File: src/rtl/servo_pkg.sv
// servo_pkg: shared timing defaults and width helpers for the servo PWM bank.
//   DEF_*        default frame/pulse timing in clk cycles at 50 MHz
//   clamp_width  limit a requested width to [lo, hi]
//   slew_step    move a width toward its target by at most 'step' (0 = jump)
//   ch_idx_w     bit width of a channel index for n channels
package servo_pkg;

  localparam int DEF_PERIOD = 1000000;   // 20 ms frame
  localparam int DEF_MIN    = 50000;     // 1.0 ms
  localparam int DEF_MAX    = 100000;    // 2.0 ms
  localparam int DEF_CENTER = 75000;     // 1.5 ms

  function automatic logic [31:0] clamp_width(input logic [31:0] w,
                                              input logic [31:0] lo,
                                              input logic [31:0] hi);
    logic [31:0] r;
    if (w < lo)      r = lo;
    else if (w > hi) r = hi;
    else             r = w;
    return r;
  endfunction

  // Both operands are already clamped into [MIN, MAX], so the unsigned
  // difference taken in the direction of the compare cannot wrap.
  function automatic logic [31:0] slew_step(input logic [31:0] cur,
                                            input logic [31:0] tgt,
                                            input logic [31:0] step);
    logic [31:0] r;
    logic [31:0] diff;
    if (step == 32'd0) begin
      r = tgt;
    end else if (tgt >= cur) begin
      diff = tgt - cur;
      r    = (diff > step) ? cur + step : tgt;
    end else begin
      diff = cur - tgt;
      r    = (diff > step) ? cur - step : tgt;
    end
    return r;
  endfunction

  function automatic int ch_idx_w(input int n);
    return (n > 1) ? $clog2(n) : 1;
  endfunction

endpackage

File: src/rtl/servo_chan.sv
// servo_chan: one servo channel of the PWM bank.
//   clk, rst_n  clock and async active-low reset
//   wr_en       load a new target (already decoded for this channel)
//   wr_width    requested width, clamped here before it is stored
//   boundary    last cycle of the frame; applied width steps toward target
//   enable      0 forces the output low on the next cycle
//   count       shared frame counter
//   pwm         registered pulse output
//   match       applied width equals target
module servo_chan
  import servo_pkg::*;
#(
  parameter int CNT_W        = 20,
  parameter int MIN_PULSE    = DEF_MIN,
  parameter int MAX_PULSE    = DEF_MAX,
  parameter int CENTER_PULSE = DEF_CENTER,
  parameter int SLEW_STEP    = 0
) (
  input  logic             clk,
  input  logic             rst_n,
  input  logic             wr_en,
  input  logic [CNT_W-1:0] wr_width,
  input  logic             boundary,
  input  logic             enable,
  input  logic [CNT_W-1:0] count,
  output logic             pwm,
  output logic             match
);

  localparam logic [31:0] MIN_W  = 32'(MIN_PULSE);
  localparam logic [31:0] MAX_W  = 32'(MAX_PULSE);
  localparam logic [31:0] SLEW_W = 32'(SLEW_STEP);

  logic [CNT_W-1:0] target;
  logic [CNT_W-1:0] applied;
  logic [CNT_W-1:0] target_clamped;
  logic [CNT_W-1:0] applied_next;

  assign target_clamped = CNT_W'(clamp_width(32'(wr_width), MIN_W, MAX_W));
  assign applied_next   = CNT_W'(slew_step(32'(applied), 32'(target), SLEW_W));
  assign match          = (applied == target);

  // applied only changes on the boundary cycle, so a pulse in flight is never
  // shortened or stretched by a write.
  always_ff @(posedge clk or negedge rst_n) begin
    if (!rst_n) begin
      target  <= CNT_W'(CENTER_PULSE);
      applied <= CNT_W'(CENTER_PULSE);
      pwm     <= 1'b0;
    end else begin
      if (wr_en)    target  <= target_clamped;
      if (boundary) applied <= applied_next;
      pwm <= enable && (count < applied);
    end
  end

endmodule

File: src/rtl/servo_pwm_bank.sv
// servo_pwm_bank: multi-channel servo PWM generator sharing one frame counter.
//   clk, rst_n   clock and async active-low reset
//   enable       1 = drive pulses, 0 = outputs low (counter keeps running)
//   wr_valid     write strobe; wr_ch selects channel, wr_width the high time
//   wr_ready     1 after reset, every write accepted in one cycle
//   wr_err       pulse: write addressed a nonexistent channel and was dropped
//   wr_clamped   pulse: write accepted but limited to MIN/MAX
//   pwm_out      registered pulse outputs, one per channel
//   frame_start  registered pulse, high the cycle after counter == 0
//   settled      registered, 1 when every applied width equals its target
module servo_pwm_bank
  import servo_pkg::*;
#(
  parameter int NUM_CH        = 5,
  parameter int CNT_W         = 20,
  parameter int PERIOD_CYCLES = DEF_PERIOD,
  parameter int MIN_PULSE     = DEF_MIN,
  parameter int MAX_PULSE     = DEF_MAX,
  parameter int CENTER_PULSE  = DEF_CENTER,
  parameter int SLEW_STEP     = 0
) (
  input  logic                        clk,
  input  logic                        rst_n,
  input  logic                        enable,
  input  logic                        wr_valid,
  input  logic [ch_idx_w(NUM_CH)-1:0] wr_ch,
  input  logic [CNT_W-1:0]            wr_width,
  output logic                        wr_ready,
  output logic                        wr_err,
  output logic                        wr_clamped,
  output logic [NUM_CH-1:0]           pwm_out,
  output logic                        frame_start,
  output logic                        settled
);

  localparam int              CH_W = ch_idx_w(NUM_CH);
  localparam logic [CNT_W-1:0] LAST = CNT_W'(PERIOD_CYCLES - 1);

  logic [CNT_W-1:0]  count;
  logic              boundary;
  logic              ch_ok;
  logic              clamp_hit;
  logic [NUM_CH-1:0] wr_en;
  logic [NUM_CH-1:0] match;

  assign boundary  = (count == LAST);
  assign ch_ok     = ({{(32-CH_W){1'b0}}, wr_ch} < 32'(NUM_CH));
  assign clamp_hit = (clamp_width(32'(wr_width), 32'(MIN_PULSE), 32'(MAX_PULSE))
                      != 32'(wr_width));

  for (genvar i = 0; i < NUM_CH; i++) begin : g_ch
    assign wr_en[i] = wr_valid && (wr_ch == CH_W'(i));

    servo_chan #(
      .CNT_W        (CNT_W),
      .MIN_PULSE    (MIN_PULSE),
      .MAX_PULSE    (MAX_PULSE),
      .CENTER_PULSE (CENTER_PULSE),
      .SLEW_STEP    (SLEW_STEP)
    ) u_chan (
      .clk      (clk),
      .rst_n    (rst_n),
      .wr_en    (wr_en[i]),
      .wr_width (wr_width),
      .boundary (boundary),
      .enable   (enable),
      .count    (count),
      .pwm      (pwm_out[i]),
      .match    (match[i])
    );
  end

  always_ff @(posedge clk or negedge rst_n) begin
    if (!rst_n) begin
      count       <= '0;
      frame_start <= 1'b0;
      wr_ready    <= 1'b0;
      wr_err      <= 1'b0;
      wr_clamped  <= 1'b0;
      settled     <= 1'b1;
    end else begin
      count       <= boundary ? '0 : count + 1'b1;
      frame_start <= (count == '0);
      wr_ready    <= 1'b1;
      wr_err      <= wr_valid && !ch_ok;
      wr_clamped  <= wr_valid && ch_ok && clamp_hit;
      settled     <= &match;
    end
  end

endmodule

File: config.mk
export PLATFORM = sky130hd
export DESIGN_NAME = servo_pwm_bank
export DESIGN_NICKNAME = d
export VERILOG_FILES = /design/src/rtl/servo_pkg.sv /design/src/rtl/servo_chan.sv /design/src/rtl/servo_pwm_bank.sv
export SDC_FILE = /design/constraint.sdc
export NUM_CORES = 1
export LEC_CHECK = 0
export ABC_AREA = 1
export BUFFER_PORTS_ARGS = -buffer_cell sky130_fd_sc_hd__buf_2
export CORE_ASPECT_RATIO = 1.2
export CORE_MARGIN = 3
export CORE_UTILIZATION = 30
export DETAILED_ROUTE_END_ITERATION = 7
export REMOVE_ABC_BUFFERS = 1
export SLEW_MARGIN = 20
export SYNTH_ARGS = -nofsm -noshare
export SYNTH_HDL_FRONTEND = slang
export SYNTH_SLANG_ARGS = --single-unit
File: constraint.sdc
create_clock -name clk -period 2.52 [get_ports clk]
set_input_delay 0.378 -clock clk [delete_from_list [all_inputs] [get_ports clk]]
set_output_delay 0.378 -clock clk [all_outputs]
set_load 0.005 [all_outputs]
==> impl_metrics.json <==
{
  "num_vias": 11100,
  "dieArea_um2": 46300,
  "num_rows": 83,
  "setup_ws_ps": 380,
  "yosysMostFrequentCell": "nand2_1",
  "overflow": 0,
  "irDropWorstVdd_uv": 414,
  "reg2reg_from": "count[6]$_DFF_PN0_",
  "fin_nets": 1850,
  "fin_util_pct": 35.1,
  "synth_warnings": 0,
  "drt-vias-per-instance": 4.83,
  "synth_cells": 1671,
  "grt_usage_pct": 17.0,
  "core_area_um2": 43000,
  "cp-end-kind": "register",
  "setup_violations": 0,
  "finalCritPeriodShare_pct": 84.9,
  "crit_path_start": "count[6]$_DFF_PN0_",
  "synth-seq-cells": 230,
  "grt_pass1_wl_mm": 61.6,
  "place_hpwl_mm": 28.1,
  "reg2reg_depth": 8,
  "path_class": "reg -> reg",
  "cts_tree": "built",
  "avgSynthCellArea_um2": 7.86,
  "cts_root_buf": "clkbuf_16",
  "crit_arrival_ps": 2610,
  "grt_max_degree": 77,
  "worstMarginPinSlew_ps": 1060,
  "drtIter0Drc": 697,
  "grt_pass1_vias": 11000,
  "routabilityCongestion": 0.880,
  "htreeDepth": 1,
  "r2r_slack_ps": 380,
  "ys.flop_type": "dfrtp_1",
  "clock_skew_ps": 14.0,
  "synth_cell_types": 38,
  "die_y_um": 235,
  "fmax_ghz": 0.467,
  "grt_antenna_before_repair": 1,
  "antenna_left": 0,
  "ys_top_cells_by_count": "497 x nand2_1, 224 x inv_1, 165 x nor2_1",
  "slew_viol_final": 0,
  "critPathSlowestCell": "dfrtp_1",
  "hp-class": "in -> reg",
  "drc": 0,
  "wire_per_inst_um": 17.1,
  "insertion_delay_ps": 550,
  "path_clk_slew_ps": 70,
  "ctsResizeCount": 0,
  "place_ws_ps": 407,
  "postCtsSetupBuffers": 0,
  "r2r_end": "g_ch[4].u_chan.applied[5]$_DFFE_PN1N_",
  "leakage_nw": 7.42,
  "ys_seq_area_share_pct": 44.6,
  "finalWirelength_mm": 39.2,
  "cp.required_ps": 2990,
  "min_to": "wr_err$_DFF_PN0_",
  "cp_cell_sequence": "nor2_1 > nand3_1 > inv_1 > nand4_4 > buf_4 > buf_4 > nor2_1 > a21oi_1",
  "initial_core_util_pct": 30.5,
  "async_reset_ff_share_pct": 100,
  "hold_viol_final": 0,
  "netlist.area_leader.share_pct": 28.4,
  "crit_fanout": 34,
  "dr.pass1.iters": 6,
  "ctsLongestPathBuffers": 3,
  "die_w_um": 197,
  "holdPathStages": 3,
  "slew_headroom_pct": 29.4,
  "power-per-cell-area_nw_per_um2": 594,
  "synth_top_area_cell": "dfrtp_1",
  "drive_above_1_share_pct": 12.8,
  "syn2layout_area_growth_pct": 14.8,
  "cts_sinks": 230,
  "synth_edf_count": 0,
  "start_kind": "register",
  "io_pins": 37,
  "port_buffers": 36,
  "yosys-top-cells-area": "dfrtp_1 28%, dfstp_2 16%, nand2_1 14%",
  "cts-buffers-inserted": 26,
  "status": "complete, no violations",
  "syn-cell-area_um2": 13100,
  "period_minus_slack_ps": 2140,
  "cpPeakStageDelay_ps": 760,
  "rsz0062_at_grt": "no",
  "cap_violations": 0,
  "min_from": "wr_ch[2]"
}
==> per-stage QoR <==
stage	total power, mW	instances	area [um2]	TNS [ps]	hold WS, ps
6_report	8.96	2299	15100	0	102
5_1_grt	9.32	2299	15100	0	109
4_1_cts	9.05	2298	15100	0	84.6
3_5_place_dp	4.92	2249	14100	0	381
3_3_place_gp	4.90	2249	14100	0	377
2_1_floorplan	4.54	1619	12900	-790	82.4
==> critical path: cells and delay by family, from the launching register on <==
kind	cells	cell delay [ps]
AO/OA/AOI/OAI	1	120
buffers and inverters	3	720
flip-flops	1	760
AND/OR/NAND/NOR	4	430
==> registers in the layout, indices dropped and copies added (netlist names) <==
signal	flops
settled	1
wr_err	1
g_ch.u_chan.applied	100
g_ch.u_chan.pwm	5
frame_start	1
g_ch.u_chan.applied_next	100
wr_ready	1
wr_clamped	1
count	20
==> final cells by class <==
| type | instances | area (um2) |
|---|---|---|
| fill | 4493 | 27900 |
| antenna | 1 | 2.50 |
| clock buffer | 42 | 822 |
| multi-input combinational | 1160 | 6160 |
| clock inverter | 6 | 108 |
| tap | 552 | 691 |
| inverter | 229 | 860 |
| timing repair buffer | 79 | 578 |
| sequential | 230 | 5860 |
==> worst max-delay path by stage <==
stage,cells after the start,end,slack [ps]
4_1_cts,8,g_ch[4].u_chan.applied[5]$_DFFE_PN1N_,380
2_1_floorplan,5,g_ch[1].u_chan.applied_next[16]$_DFFE_PN1P_,-90
3_5_place_dp,8,g_ch[4].u_chan.applied[5]$_DFFE_PN1N_,410
5_1_grt,8,g_ch[4].u_chan.applied[4]$_DFFE_PN1N_,280
6_report,8,g_ch[4].u_chan.applied[5]$_DFFE_PN1N_,380
3_3_place_gp,8,g_ch[3].u_chan.applied[3]$_DFFE_PN1N_,410
==> metal layers <==
layer	wire (um)	global-route usage [%]
met1	16500	21.2
met2	19300	29.8
met4	1830	7.71
met5	0	0
met3	1610	1.62
==> power breakdown <==
part           switching [mW]  internal, mW  total, mW
Sequential              0.163          3.93       4.10
Clock                    1.57          2.53       4.10
Combinational           0.507         0.258      0.765
Total                    2.24          6.72       8.96
==> kinds of logic (layout without fill, tap and decap cells) <==
| family | Yosys count | after routing | synth area share [%] |
|---|---|---|---|
| compound gates | 179 | 179 | 7.13 |
| xor+xnor | 58 | 58 | 3.87 |
| fa+ha+maj | 97 | 97 | 9.24 |
| buf+inv | 281 | 356 | 8.56 |
| flops | 230 | 230 | 44.6 |
| other cells | 1 | 2 | 0.0286 |
| simple gates | 825 | 825 | 26.6 |
==> placed cells by master (no fill, tap or decap), types with 2 or more instances in the layout <==
cell type,instances
a21o_1,5
a21oi_1,78
a21oi_2,6
buf_12,5
buf_2,35
buf_4,37
bufinv_16,3
clkbuf_1,6
clkbuf_16,27
clkbuf_8,9
clkinv_1,4
clkinv_2,2
dfrtp_1,149
dfstp_2,81
ha_1,97
inv_1,224
nand2_1,496
nand2_2,2
nand3_1,54
nand3b_1,7
nand4_1,68
nand4_4,2
nor2_1,165
nor2_2,2
nor3_1,13
nor3_2,2
nor4_1,4
o21ai_0,58
o21ai_1,30
or2_2,4
xnor2_1,12
xor2_1,46
==> repair_timing <==
| action | in CTS | in global routing |
|---|---|---|
| endpoints found under the setup margin | 0 | 0 |
| endpoints found under the hold margin | 34 | 0 |
| hold buffers | 1 | 0 |
Note: power is estimated with default switching activity, not from simulation.
